**src/rtl/uart_pkg.sv**
```systemverilog
// uart_pkg: constants shared by the UART bit timer and the rx/tx FSMs.
//   UART_OVERSAMPLE_DEF  default clock ticks per UART bit
//   UART_PRESCALE_W_DEF  default width of the runtime clock divisor
//   UART_BIT_CNT_W_DEF   default width of bit index / bit count
//   maj3()               2-of-3 majority helper for the sample voter
package uart_pkg;

  localparam int unsigned UART_OVERSAMPLE_DEF = 8;
  localparam int unsigned UART_PRESCALE_W_DEF = 16;
  localparam int unsigned UART_BIT_CNT_W_DEF  = 4;

  function automatic logic maj3(input logic a, input logic b, input logic c);
    return (a & b) | (a & c) | (b & c);
  endfunction

endpackage

```
**src/rtl/uart_prescaler.sv**
```systemverilog
// uart_prescaler: divides i_clk down to the oversample tick rate.
//   i_clk       clock, rising edge
//   i_rst       asynchronous active-low reset
//   i_enable    counter advances only while high
//   i_clear     synchronous restart, overrides i_enable
//   i_prescale  clocks per tick (0 treated as 1)
//   o_tick      one-cycle tick strobe
module uart_prescaler #(
  parameter int unsigned PRESCALE_W = 16
) (
  input  logic                  i_clk,
  input  logic                  i_rst,
  input  logic                  i_enable,
  input  logic                  i_clear,
  input  logic [PRESCALE_W-1:0] i_prescale,
  output logic                  o_tick
);

  logic [PRESCALE_W-1:0] div;
  logic [PRESCALE_W-1:0] pre_cnt_q, pre_cnt_d;
  logic                  hit;

  // >= rather than == so a divisor lowered below the current count
  // produces a tick at once instead of wrapping the counter.
  always_comb begin
    div    = (i_prescale == '0) ? PRESCALE_W'(1) : i_prescale;
    hit    = (pre_cnt_q >= (div - PRESCALE_W'(1)));
    o_tick = i_rst & i_enable & ~i_clear & hit;
  end

  always_comb begin
    pre_cnt_d = pre_cnt_q;
    if (i_clear) begin
      pre_cnt_d = '0;
    end else if (o_tick) begin
      pre_cnt_d = '0;
    end else if (i_enable) begin
      pre_cnt_d = pre_cnt_q + PRESCALE_W'(1);
    end
  end

  always_ff @(posedge i_clk or negedge i_rst) begin
    if (!i_rst) begin
      pre_cnt_q <= '0;
    end else begin
      pre_cnt_q <= pre_cnt_d;
    end
  end

endmodule

```
**src/rtl/uart_bit_timer.sv**
```systemverilog
// uart_bit_timer: UART bit/frame timing with oversampled mid-bit sampling.
//   i_clk, i_rst      clock (rising edge), asynchronous active-low reset
//   i_enable          counters advance only while high
//   i_clear           synchronous restart of all counters (beats i_enable)
//   i_prescale        clocks per oversample tick (0 treated as 1)
//   i_num_bits        bits per frame (0 treated as 1)
//   i_rx              synchronised serial line
//   o_tick            oversample tick strobe
//   o_sample          mid-bit sample strobe
//   o_bit_done        last tick of a bit
//   o_frame_done      last tick of the last bit
//   o_bit_index       current bit number
//   o_rx_bit          sampled bit value (idle 1)
// Build option: define UART_BIT_TIMER_MAJORITY_EN for a 2-of-3 vote over
// the three ticks centred on mid-bit; otherwise a single mid-bit sample.
module uart_bit_timer
  import uart_pkg::*;
#(
  parameter int unsigned OVERSAMPLE = UART_OVERSAMPLE_DEF,
  parameter int unsigned PRESCALE_W = UART_PRESCALE_W_DEF,
  parameter int unsigned BIT_CNT_W  = UART_BIT_CNT_W_DEF
) (
  input  logic                  i_clk,
  input  logic                  i_rst,
  input  logic                  i_enable,
  input  logic                  i_clear,
  input  logic [PRESCALE_W-1:0] i_prescale,
  input  logic [BIT_CNT_W-1:0]  i_num_bits,
  input  logic                  i_rx,
  output logic                  o_tick,
  output logic                  o_sample,
  output logic                  o_bit_done,
  output logic                  o_frame_done,
  output logic [BIT_CNT_W-1:0]  o_bit_index,
  output logic                  o_rx_bit
);

  localparam int unsigned OS_W = $clog2(OVERSAMPLE);
  localparam logic [OS_W-1:0] OS_LAST = OS_W'(OVERSAMPLE - 1);
  localparam logic [OS_W-1:0] OS_MID  = OS_W'(OVERSAMPLE / 2);

  logic [OS_W-1:0]      os_cnt_q, os_cnt_d;
  logic [BIT_CNT_W-1:0] bit_idx_q, bit_idx_d;
  logic [BIT_CNT_W-1:0] nb;
  logic                 last_bit;
  logic                 rx_bit_q;

  uart_prescaler #(
    .PRESCALE_W (PRESCALE_W)
  ) u_prescaler (
    .i_clk      (i_clk),
    .i_rst      (i_rst),
    .i_enable   (i_enable),
    .i_clear    (i_clear),
    .i_prescale (i_prescale),
    .o_tick     (o_tick)
  );

  // >= covers a frame length lowered below the current index mid-frame.
  always_comb begin
    nb           = (i_num_bits == '0) ? BIT_CNT_W'(1) : i_num_bits;
    last_bit     = (bit_idx_q >= (nb - BIT_CNT_W'(1)));
    o_sample     = o_tick & (os_cnt_q == OS_MID);
    o_bit_done   = o_tick & (os_cnt_q == OS_LAST);
    o_frame_done = o_bit_done & last_bit;
    o_bit_index  = bit_idx_q;
    o_rx_bit     = rx_bit_q;
  end

  always_comb begin
    os_cnt_d  = os_cnt_q;
    bit_idx_d = bit_idx_q;
    if (i_clear) begin
      os_cnt_d  = '0;
      bit_idx_d = '0;
    end else begin
      if (o_tick) begin
        os_cnt_d = (os_cnt_q == OS_LAST) ? '0 : os_cnt_q + OS_W'(1);
      end
      if (o_bit_done) begin
        bit_idx_d = last_bit ? '0 : bit_idx_q + BIT_CNT_W'(1);
      end
    end
  end

  always_ff @(posedge i_clk or negedge i_rst) begin
    if (!i_rst) begin
      os_cnt_q  <= '0;
      bit_idx_q <= '0;
    end else begin
      os_cnt_q  <= os_cnt_d;
      bit_idx_q <= bit_idx_d;
    end
  end

`ifdef UART_BIT_TIMER_MAJORITY_EN
  localparam logic [OS_W-1:0] OS_PRE  = OS_W'(OVERSAMPLE / 2 - 1);
  localparam logic [OS_W-1:0] OS_POST = OS_W'(OVERSAMPLE / 2 + 1);

  // Third vote is taken straight from i_rx on the edge that ends the
  // OS_POST tick, so only the first two samples need storage.
  logic vote0_q, vote1_q;

  always_ff @(posedge i_clk or negedge i_rst) begin
    if (!i_rst) begin
      vote0_q  <= 1'b1;
      vote1_q  <= 1'b1;
      rx_bit_q <= 1'b1;
    end else if (o_tick) begin
      if (os_cnt_q == OS_PRE) begin
        vote0_q <= i_rx;
      end
      if (os_cnt_q == OS_MID) begin
        vote1_q <= i_rx;
      end
      if (os_cnt_q == OS_POST) begin
        rx_bit_q <= maj3(vote0_q, vote1_q, i_rx);
      end
    end
  end
`else
  always_ff @(posedge i_clk or negedge i_rst) begin
    if (!i_rst) begin
      rx_bit_q <= 1'b1;
    end else if (o_sample) begin
      rx_bit_q <= i_rx;
    end
  end
`endif

endmodule

```
**config.mk**
```make
export PLATFORM = sky130hd
export DESIGN_NAME = uart_bit_timer
export DESIGN_NICKNAME = d
export VERILOG_FILES = /design/src/rtl/uart_pkg.sv /design/src/rtl/uart_prescaler.sv /design/src/rtl/uart_bit_timer.sv
export SDC_FILE = /design/constraint.sdc
export NUM_CORES = 1
export LEC_CHECK = 0
export CORE_MARGIN = 4
export CORE_UTILIZATION = 40
export DETAILED_ROUTE_END_ITERATION = 16
export DONT_BUFFER_PORTS = 1
export PLACE_DENSITY_LB_ADDON = 0.08
export SETUP_SLACK_MARGIN = 0.4
export SLEW_MARGIN = 20
export SYNTH_ARGS = -nofsm -noshare
export SYNTH_HDL_FRONTEND = slang
export SYNTH_SLANG_ARGS = --single-unit
```
**constraint.sdc**
```tcl
create_clock -name i_clk -period 4.9 [get_ports i_clk]
set_input_delay 0.735 -clock i_clk [delete_from_list [all_inputs] [get_ports i_clk]]
set_output_delay 0.735 -clock i_clk [all_outputs]
set_load 0.01 [all_outputs]
```
==> results.txt, run 1 <==
----------------------------------------------------
[CTS]
  H-tree levels ... 1
  Clk sink count ... 24
  Clock transition time at the flip-flop clock pins of the worst setup and hold paths ... 90 ps
  Clock latency on the worst-skew pair ... 270 ps
  Maximum clock insertion buffer count ... 2
  Clock tree from TritonCTS ... built
  Inserted Clock Buffers ... 3
  Cell chosen for the clock root ... sky130_fd_sc_hd__clkbuf_8

[Logic synthesis]
  Post-synthesis instance total ... 228
  Yosys warnings ... 0
  Commonest register cell after synthesis ... sky130_fd_sc_hd__dfrtp_1
  Total standard cell area after synthesis ... 0.002056 mm²
  Post-synthesis sequential element count ... 24
  Synthesized area divided by synthesized cell count ... 9.016 µm²
  Synth top area cells ... sky130_fd_sc_hd__dfrtp_1 (28%), sky130_fd_sc_hd__ha_1 (16%), sky130_fd_sc_hd__xnor2_1 (6.4%)
  Number of enable flip-flop cells after synthesis ... 0
  Count of different cell masters after synthesis ... 47
  Sequential share of the synthesized area ... 29.28%
  Dominant cell type by area after synthesis ... sky130_fd_sc_hd__dfrtp_1
  Fraction of synthesis flops using an asynchronous set or reset pin ... 100.0%
  Top cells by instance count after synthesis ... sky130_fd_sc_hd__nor2_1 (29), sky130_fd_sc_hd__ha_1 (27), sky130_fd_sc_hd__dfrtp_1 (23)
  Area fraction of the dominant cell type after synthesis ... about 28%
  Post-Synthesis Net Count ... 280
  Most common cell in the netlist ... sky130_fd_sc_hd__nor2_1

[Detailed routing]
  Number of search-and-repair iterations in the first detailed-routing pass ... 4
  Via-to-Cell Ratio ... ~5.3
  Average wire length per cell after detail routing ... 14.55 µm
  Final routed wirelength across all metal layers ... 4.554 mm
  Count of routing violations after the opening detailed-route iteration ... 41
  Total number of vias ... 1659
  Residual DRC count ... 0
  Number of nets with antenna violations after detailed routing ... 0

[Timing]
  Post-route fraction of the period consumed by the critical path ... 94.91%
  Normalized max-slew margin ... 70.50%
  Setup TNS ... 0 ps
  Slew Limit Fails ... 0
  Peak Freq ... 215.0 MHz
  Finish-stage setup viols ... 0
  Min setup slack post-route ... 249.3 ps
  Actual slew at the worst max-slew pin ... about 440 ps
  Min Tclk post-route ... 4651 ps
  Final Skew ... 2.198 ps
  Final Hold Violating Endpoints ... 0
  RSZ-0062 raised after global routing ... true

[Setup path]
  Critical path cell sequence ... or4_4 -> nor3_4 -> nand2_2 -> nor2_4 -> nor2_2 -> ha_2 -> and2_4 -> nand2_4 -> nor3_2 -> xnor2_1 -> ha_1 -> nand4_1 -> nor3_4 -> nand4b_4 -> a311oi_4 -> buf_4 -> and3_4
  Worst path buffer plus inverter count ... 1
  Type of the setup path with the least slack ... in2out
  Data arrival time of the critical path ... 3920 ps
  Largest delay share family, worst path ... simple AND/OR/NAND/NOR gates
  Critical path peak fanout ... 4
  Biggest cell delay along the critical path ... 550 ps
  Worst-path cell with the longest stage delay ... sky130_fd_sc_hd__or4_4
  Endpoint kind of the worst setup timing path ... primary output
  Element type at the critical path start ... primary input
  Crit-path most repeated cell ... sky130_fd_sc_hd__nor3_4
  Data required, critical path ... 4160 ps

[Layout]
  Number of standard cells in the final layout excluding fillers ... 313
  NumNets Final ... 299
  Sequential Area ... 601.8 µm²
  Multi-input gate area ... 0.001479 mm²
  Filler cells ... roughly 480
  Ratio of cells with drive above 1 in the final layout ... a little under a fifth
  Area growth, synth to finish ... 16.56%
  Diode count ... 0

[Global route]
  Sum of overflow across all layers after global routing ... 0
  Largest net degree at the start of global routing ... 27
  Via count of the first global-routing pass ... between 1500 and 2000
  Total global-route track usage ... ~15%
  Antenna violations before repair ... 0
  First-pass GRT wire length ... 7.748 mm

[Die]
  Std cell rows ... 25
  Die Height ... 79.69 µm
  Number of primary I/O pins ... 34
  Die outline area ... 0.006351 mm²
  Standard cell core area ... approximately 0.0048 mm²
  Die extent in x ... 79.69 µm
  Initial Utilization ... a little over two fifths

[Placed design]
  Hpwl dp ... 3.389 mm
  Port bufs ... 0
  Weighted congestion reported at the end of routability-driven placement ... 0.7500
  Pre-CTS setup slack ... 4.549 ps
  Number of placed instances with taps included ... 294

[Power and ir drop]
  PD cells ... roughly 170 mW/mm²
  Total power of the final layout ... 0.3991 mW
  Worst vdd ir ... ~0.14 mV
  Leakage power total ... 1.093 nW

[Status]
  Outcome ... finished, final reports clean

[Run]
  Max cap viols ... 0

[Hold path]
  Worst Hold Class ... in2async

----------------------------------------------------
[layout by cell type, fill, tap and decap left out, types with 2 or more instances in the layout]
master                       n
sky130_fd_sc_hd__and2_4      2
sky130_fd_sc_hd__nand2_1    20
sky130_fd_sc_hd__a21oi_1    12
sky130_fd_sc_hd__or4b_1      2
sky130_fd_sc_hd__nor3_1      4
sky130_fd_sc_hd__dfrtp_1    23
sky130_fd_sc_hd__nand3_1     6
sky130_fd_sc_hd__o31ai_1     2
sky130_fd_sc_hd__and3_1      3
sky130_fd_sc_hd__nor3_2      2
sky130_fd_sc_hd__clkbuf_8    4
sky130_fd_sc_hd__nor3_4      2
sky130_fd_sc_hd__nand4_1     4
sky130_fd_sc_hd__nand3b_1    3
sky130_fd_sc_hd__o21a_1      2
sky130_fd_sc_hd__o21ai_0     5
sky130_fd_sc_hd__a21o_1      4
sky130_fd_sc_hd__xor2_1     11
sky130_fd_sc_hd__nand2b_1    6
sky130_fd_sc_hd__nor2_1     27
sky130_fd_sc_hd__o2111ai_1   2
sky130_fd_sc_hd__or4_4       2
sky130_fd_sc_hd__nor4_1      3
sky130_fd_sc_hd__o2bb2ai_1   2
sky130_fd_sc_hd__buf_4      18
sky130_fd_sc_hd__xnor2_1    15
sky130_fd_sc_hd__ha_1       26
sky130_fd_sc_hd__inv_1       7
[worst reg2reg max path, delay by kind of cell, from the launching register on]
| family | cells | cell delay, ps |
|---|---|---|
| compound gates | 4 | 780 |
| buf+inv | 5 | 690 |
| flops | 1 | 430 |
| simple gates | 2 | 360 |
| fa+ha+maj | 1 | 290 |
[cell families after synthesis]
group / Yosys count / synth area share, %
and+or+nand+nor: 99 / 25.44
DFF: 24 / 29.28
buffers and inverters: 12 / 2.617
xor gates and xnor gates: 26 / 11.08
AOI/OAI and AO/OA: 38 / 14.12
muxes: 2 / 1.035
adders and majority gates: 27 / 16.43
[worst paths after layout]
check	startpoint	to	slack (ps)	cells past startpoint
worst min register to register	u_prescaler.pre_cnt_q[15]	u_prescaler.pre_cnt_q[15]	570	2
min in group i_clk	i_clear	os_cnt_q[0]	520	1
max in group asynchronous	i_rst	o_rx_bit	4580	0
worst max-delay path	i_prescale[5]	o_sample	250	17
worst max register to register	u_prescaler.pre_cnt_q[0]	o_bit_index[3]	2300	12
worst min-delay path	i_rst	o_bit_index[3]	150	0
[state kept, by name (all words and copies together), names as in the netlist]
register and flops:
u_prescaler.pre_cnt_q 16, o_bit_index 4, os_cnt_q 3, o_rx_bit 1
[area by class of cell]
cell class                 count  area share, %
timing repair buffer          19          6.266
multi-input combinational    192          61.72
clock buffer                   4          2.298
sequential                    24          25.12
inverter                       7          1.097
tap                           67          3.499
[repair_timing]
| item | CTS | global route |
|---|---|---|
| hold buffers | 0 | 0 |
| setup buffers | 12 | 3 |
| resized for setup | 7 | 4 |
| pin swaps | 13 | 2 |
| setup endpoints to repair | 4 | 4 |
[metal layers]
metal	vias to the layer above	wire length, µm	track usage, %
met5	-	0	0
met4	0	17	1.546
met3	2	157	3.047
met2	20	2135	24.54
met1	787	2244	21.81
li1	850	-	-
[through the flow]
stage / area [µm²] / hold slack [ps] / utilization (%)
2_1_floorplan: 2090 / 439.4 / -
3_3_place_gp: 2176 / 440.2 / 44.88
3_5_place_dp: 2176 / 440.3 / 44.88
4_1_cts: 2356 / 142.6 / 48.59
5_1_grt: 2396 / 135.6 / 49.42
6_report: 2396 / 147.6 / 49.42
[power breakdown]
| group | total, mW | switching [mW] | internal (mW) |
|---|---|---|---|
| Clock | 0.139 | 0.0670 | 0.0718 |
| Sequential | 0.203 | 0.00281 | 0.200 |
| Combinational | 0.0576 | 0.0269 | 0.0307 |
| Total | 0.399 | 0.0968 | 0.302 |
No activity file was read; power rests on OpenSTA's default activity.
==> inputs of run 2 (changes only) <==
--- a/config.mk
+++ b/config.mk
@@ -5,10 +5,12 @@
 export SDC_FILE = /design/constraint.sdc
 export NUM_CORES = 1
 export LEC_CHECK = 0
+export CAP_MARGIN = 20
 export CORE_MARGIN = 4
 export CORE_UTILIZATION = 40
 export DETAILED_ROUTE_END_ITERATION = 16
 export DONT_BUFFER_PORTS = 1
+export GPL_TIMING_DRIVEN = 0
 export PLACE_DENSITY_LB_ADDON = 0.08
 export SETUP_SLACK_MARGIN = 0.4
 export SLEW_MARGIN = 20
==> run 2 against run 1 <==
Cell count down 0.96%. Non-clock buffer count shrank 3. Sequential share of layout area grew 0.31 points. Total power rose by 0.70%. Combinational power grew 3.8%. Critical endpoint unchanged. Largest cell class unchanged. Highest routed layer unchanged.
==> results.txt, run 2 (same netlist as run 1, synthesis figures left out) <==
----------------------------------------------------
[Detailed routing]
  Total number of vias ... 1627
  Via-to-Cell Ratio ... roughly 5.2
  Average wire length per cell after detail routing ... 14.21 µm
  Residual DRC count ... 0
  Number of nets with antenna violations after detailed routing ... 0
  Final routed wirelength across all metal layers ... 4.406 mm
  Count of routing violations after the opening detailed-route iteration ... 68
  Number of search-and-repair iterations in the first detailed-routing pass ... 4

[Status]
  Outcome ... finished, final reports clean

[Power and ir drop]
  Total power of the final layout ... 0.4019 mW
  Sequential share of power ... 50.4%
  Gate power share ... between 10% and 20%
  Switching part of the total power ... 24.79%
  PD cells ... 169.8 mW/mm²
  Worst vdd ir ... ~0.12 mV
  Leakage power total ... 1.065 nW
  Internal Dissipation ... 0.3022 mW
  Switch Pwr ... between 0.09 and 0.1 mW
  Clock share of power ... 34.7%

[Global route]
  First-pass GRT wire length ... about 7.6 mm
  Met2 routing resource usage after global routing ... 23.62%
  GR met3 Demand/Resource ... under 10%
  Met1 track demand over resource in global routing ... 21.04%
  Via count of the first global-routing pass ... 1582
  Largest net degree at the start of global routing ... 27
  Routing layer with the top usage in global route ... met2
  Sum of overflow across all layers after global routing ... 0
  Antenna violations before repair ... 0
  Total global-route track usage ... 14.94%

[Placed design]
  Port bufs ... 0
  Pre-CTS setup slack ... -166.5 ps
  Number of placed instances with taps included ... 295
  Cell Area, Placed ... 0.002173 mm²
  Hpwl dp ... 3.391 mm
  Weighted congestion reported at the end of routability-driven placement ... ~0.7

[Timing]
  Hold slack ... 145.6 ps
  Actual slew at the worst max-slew pin ... 471.4 ps
  Min setup slack post-route ... 278.3 ps
  Finish-stage setup viols ... 0
  Final Hold Violating Endpoints ... 0
  Post-route fraction of the period consumed by the critical path ... around 94%
  Final Skew ... 2.852 ps
  Peak Freq ... 216.4 MHz
  Min Tclk post-route ... 4622 ps
  Slew Limit Fails ... 0
  Setup TNS ... 0 ps
  RSZ-0062 raised after global routing ... true
  Normalized max-slew margin ... 68.58%

[Setup path]
  Element type at the critical path start ... primary input
  Type of the setup path with the least slack ... in2out
  Crit-path most repeated cell ... sky130_fd_sc_hd__nor2_4
  Critical path peak fanout ... 4
  Internal reg-to-reg setup slack ... 2430 ps
  Launching point of the worst reg2reg path ... u_prescaler.pre_cnt_q[0]
  Endpoint kind of the worst setup timing path ... primary output
  Cell count of the worst reg-to-reg path ... 9
  Data arrival time of the critical path ... 3890 ps
  Biggest cell delay along the critical path ... 470 ps
  Worst path buffer plus inverter count ... 2
  Worst-path cell with the longest stage delay ... sky130_fd_sc_hd__or4_4
  Critical path cell sequence ... or3_4 -> or4_4 -> nor2_4 -> nor2_4 -> ha_2 -> and2_4 -> nand2_4 -> nor3_2 -> xnor2_1 -> ha_1 -> nand2_1 -> o21ai_0 -> inv_1 -> a311oi_4 -> buf_4 -> and3_4
  Largest delay share family, worst path ... simple AND/OR/NAND/NOR gates
  Endpoint of the worst-slack reg-to-reg timing path ... u_prescaler.pre_cnt_q[14]
  Data required, critical path ... 4160 ps

[Layout]
  Number of standard cells in the final layout excluding fillers ... 310
  NumNets Final ... ~300
  Ratio of cells with drive above 1 in the final layout ... 16.46%
  Multi-input gate area ... 0.001490 mm²
  Flip-flop count of the largest register after layout ... 16
  Biggest register ... u_prescaler.pre_cnt_q
  Final non-filler cell area ... 0.002367 mm²
  Sequential Area ... 601.8 µm²
  Commonest non-fill, non-tap cell in the layout ... sky130_fd_sc_hd__nor2_1
  Filler cells ... roughly 480
  Top library cells by usage in the layout, fill and taps aside ... sky130_fd_sc_hd__nor2_1 (27), sky130_fd_sc_hd__ha_1 (26), sky130_fd_sc_hd__dfrtp_1 (23)
  Final core utilization ... ~49%
  Diode count ... 0
  Area growth, synth to finish ... 15.16%

[CTS]
  Inserted Clock Buffers ... 3
  Clock tree from TritonCTS ... built
  Cell chosen for the clock root ... sky130_fd_sc_hd__clkbuf_8
  Clk sink count ... 24
  Clock latency on the worst-skew pair ... 270 ps
  H-tree levels ... 1
  CTS hold repair buffers ... 0
  Maximum clock insertion buffer count ... 2
  Clock transition time at the flip-flop clock pins of the worst setup and hold paths ... 90 ps

[Die]
  Initial Utilization ... between 40% and 50%
  Die outline area ... 0.006351 mm²
  Std cell rows ... 25
  Number of primary I/O pins ... 34
  Die Height ... between 70 and 80 µm
  Die extent in x ... 79.69 µm
  Standard cell core area ... 0.004848 mm²

[Run]
  Max cap viols ... 0

[Hold path]
  Worst Hold Class ... in2async

----------------------------------------------------
run 2: how the worst max path moves through the flow:
stage | startpoint | to | slack [ps] | cells after the start
2_1_floorplan | i_prescale[5] | o_frame_done | 300 | 17
3_3_place_gp | i_prescale[5] | o_frame_done | -190 | 17
3_5_place_dp | i_prescale[5] | o_frame_done | -170 | 17
4_1_cts | i_prescale[12] | o_sample | 120 | 16
5_1_grt | i_prescale[5] | o_sample | 120 | 17
6_report | i_prescale[12] | o_sample | 280 | 16
run 2: timing repair:
action | 4_1_cts | 5_1_grt
pin swaps | 12 | 3
setup buffers | 9 | 2
setup endpoints to repair | 4 | 4
gates resized for setup | 9 | 2
hold endpoints to repair | 0 | 0
run 2: layer usage:
| layer | up-vias | share of wire (%) |
|---|---|---|
| met5 | - | 0 |
| met4 | 0 | 0.70 |
| met3 | 5 | 3.4 |
| met2 | 19 | 47 |
| met1 | 759 | 49 |
| li1 | 844 | - |
run 2: cell type report:
type	count	area share (%)
Multi-Input combinational cell	192	62.95
Sequential cell	24	25.42
Tap cell	67	3.541
Timing Repair Buffer	11	3.488
Clock buffer	4	2.326
Buffer	5	1.163
Inverter	7	1.110
run 2: power by group through the flow:
stage	Sequential [mW]	Clock, mW	Combinational (mW)
after global routing	0.203	0.152	0.0684
after floorplan	0.206	0	0.0467
final	0.203	0.139	0.0598
after global placement	0.207	0	0.0548
after detailed placement	0.207	0	0.0555
after CTS	0.203	0.144	0.0605
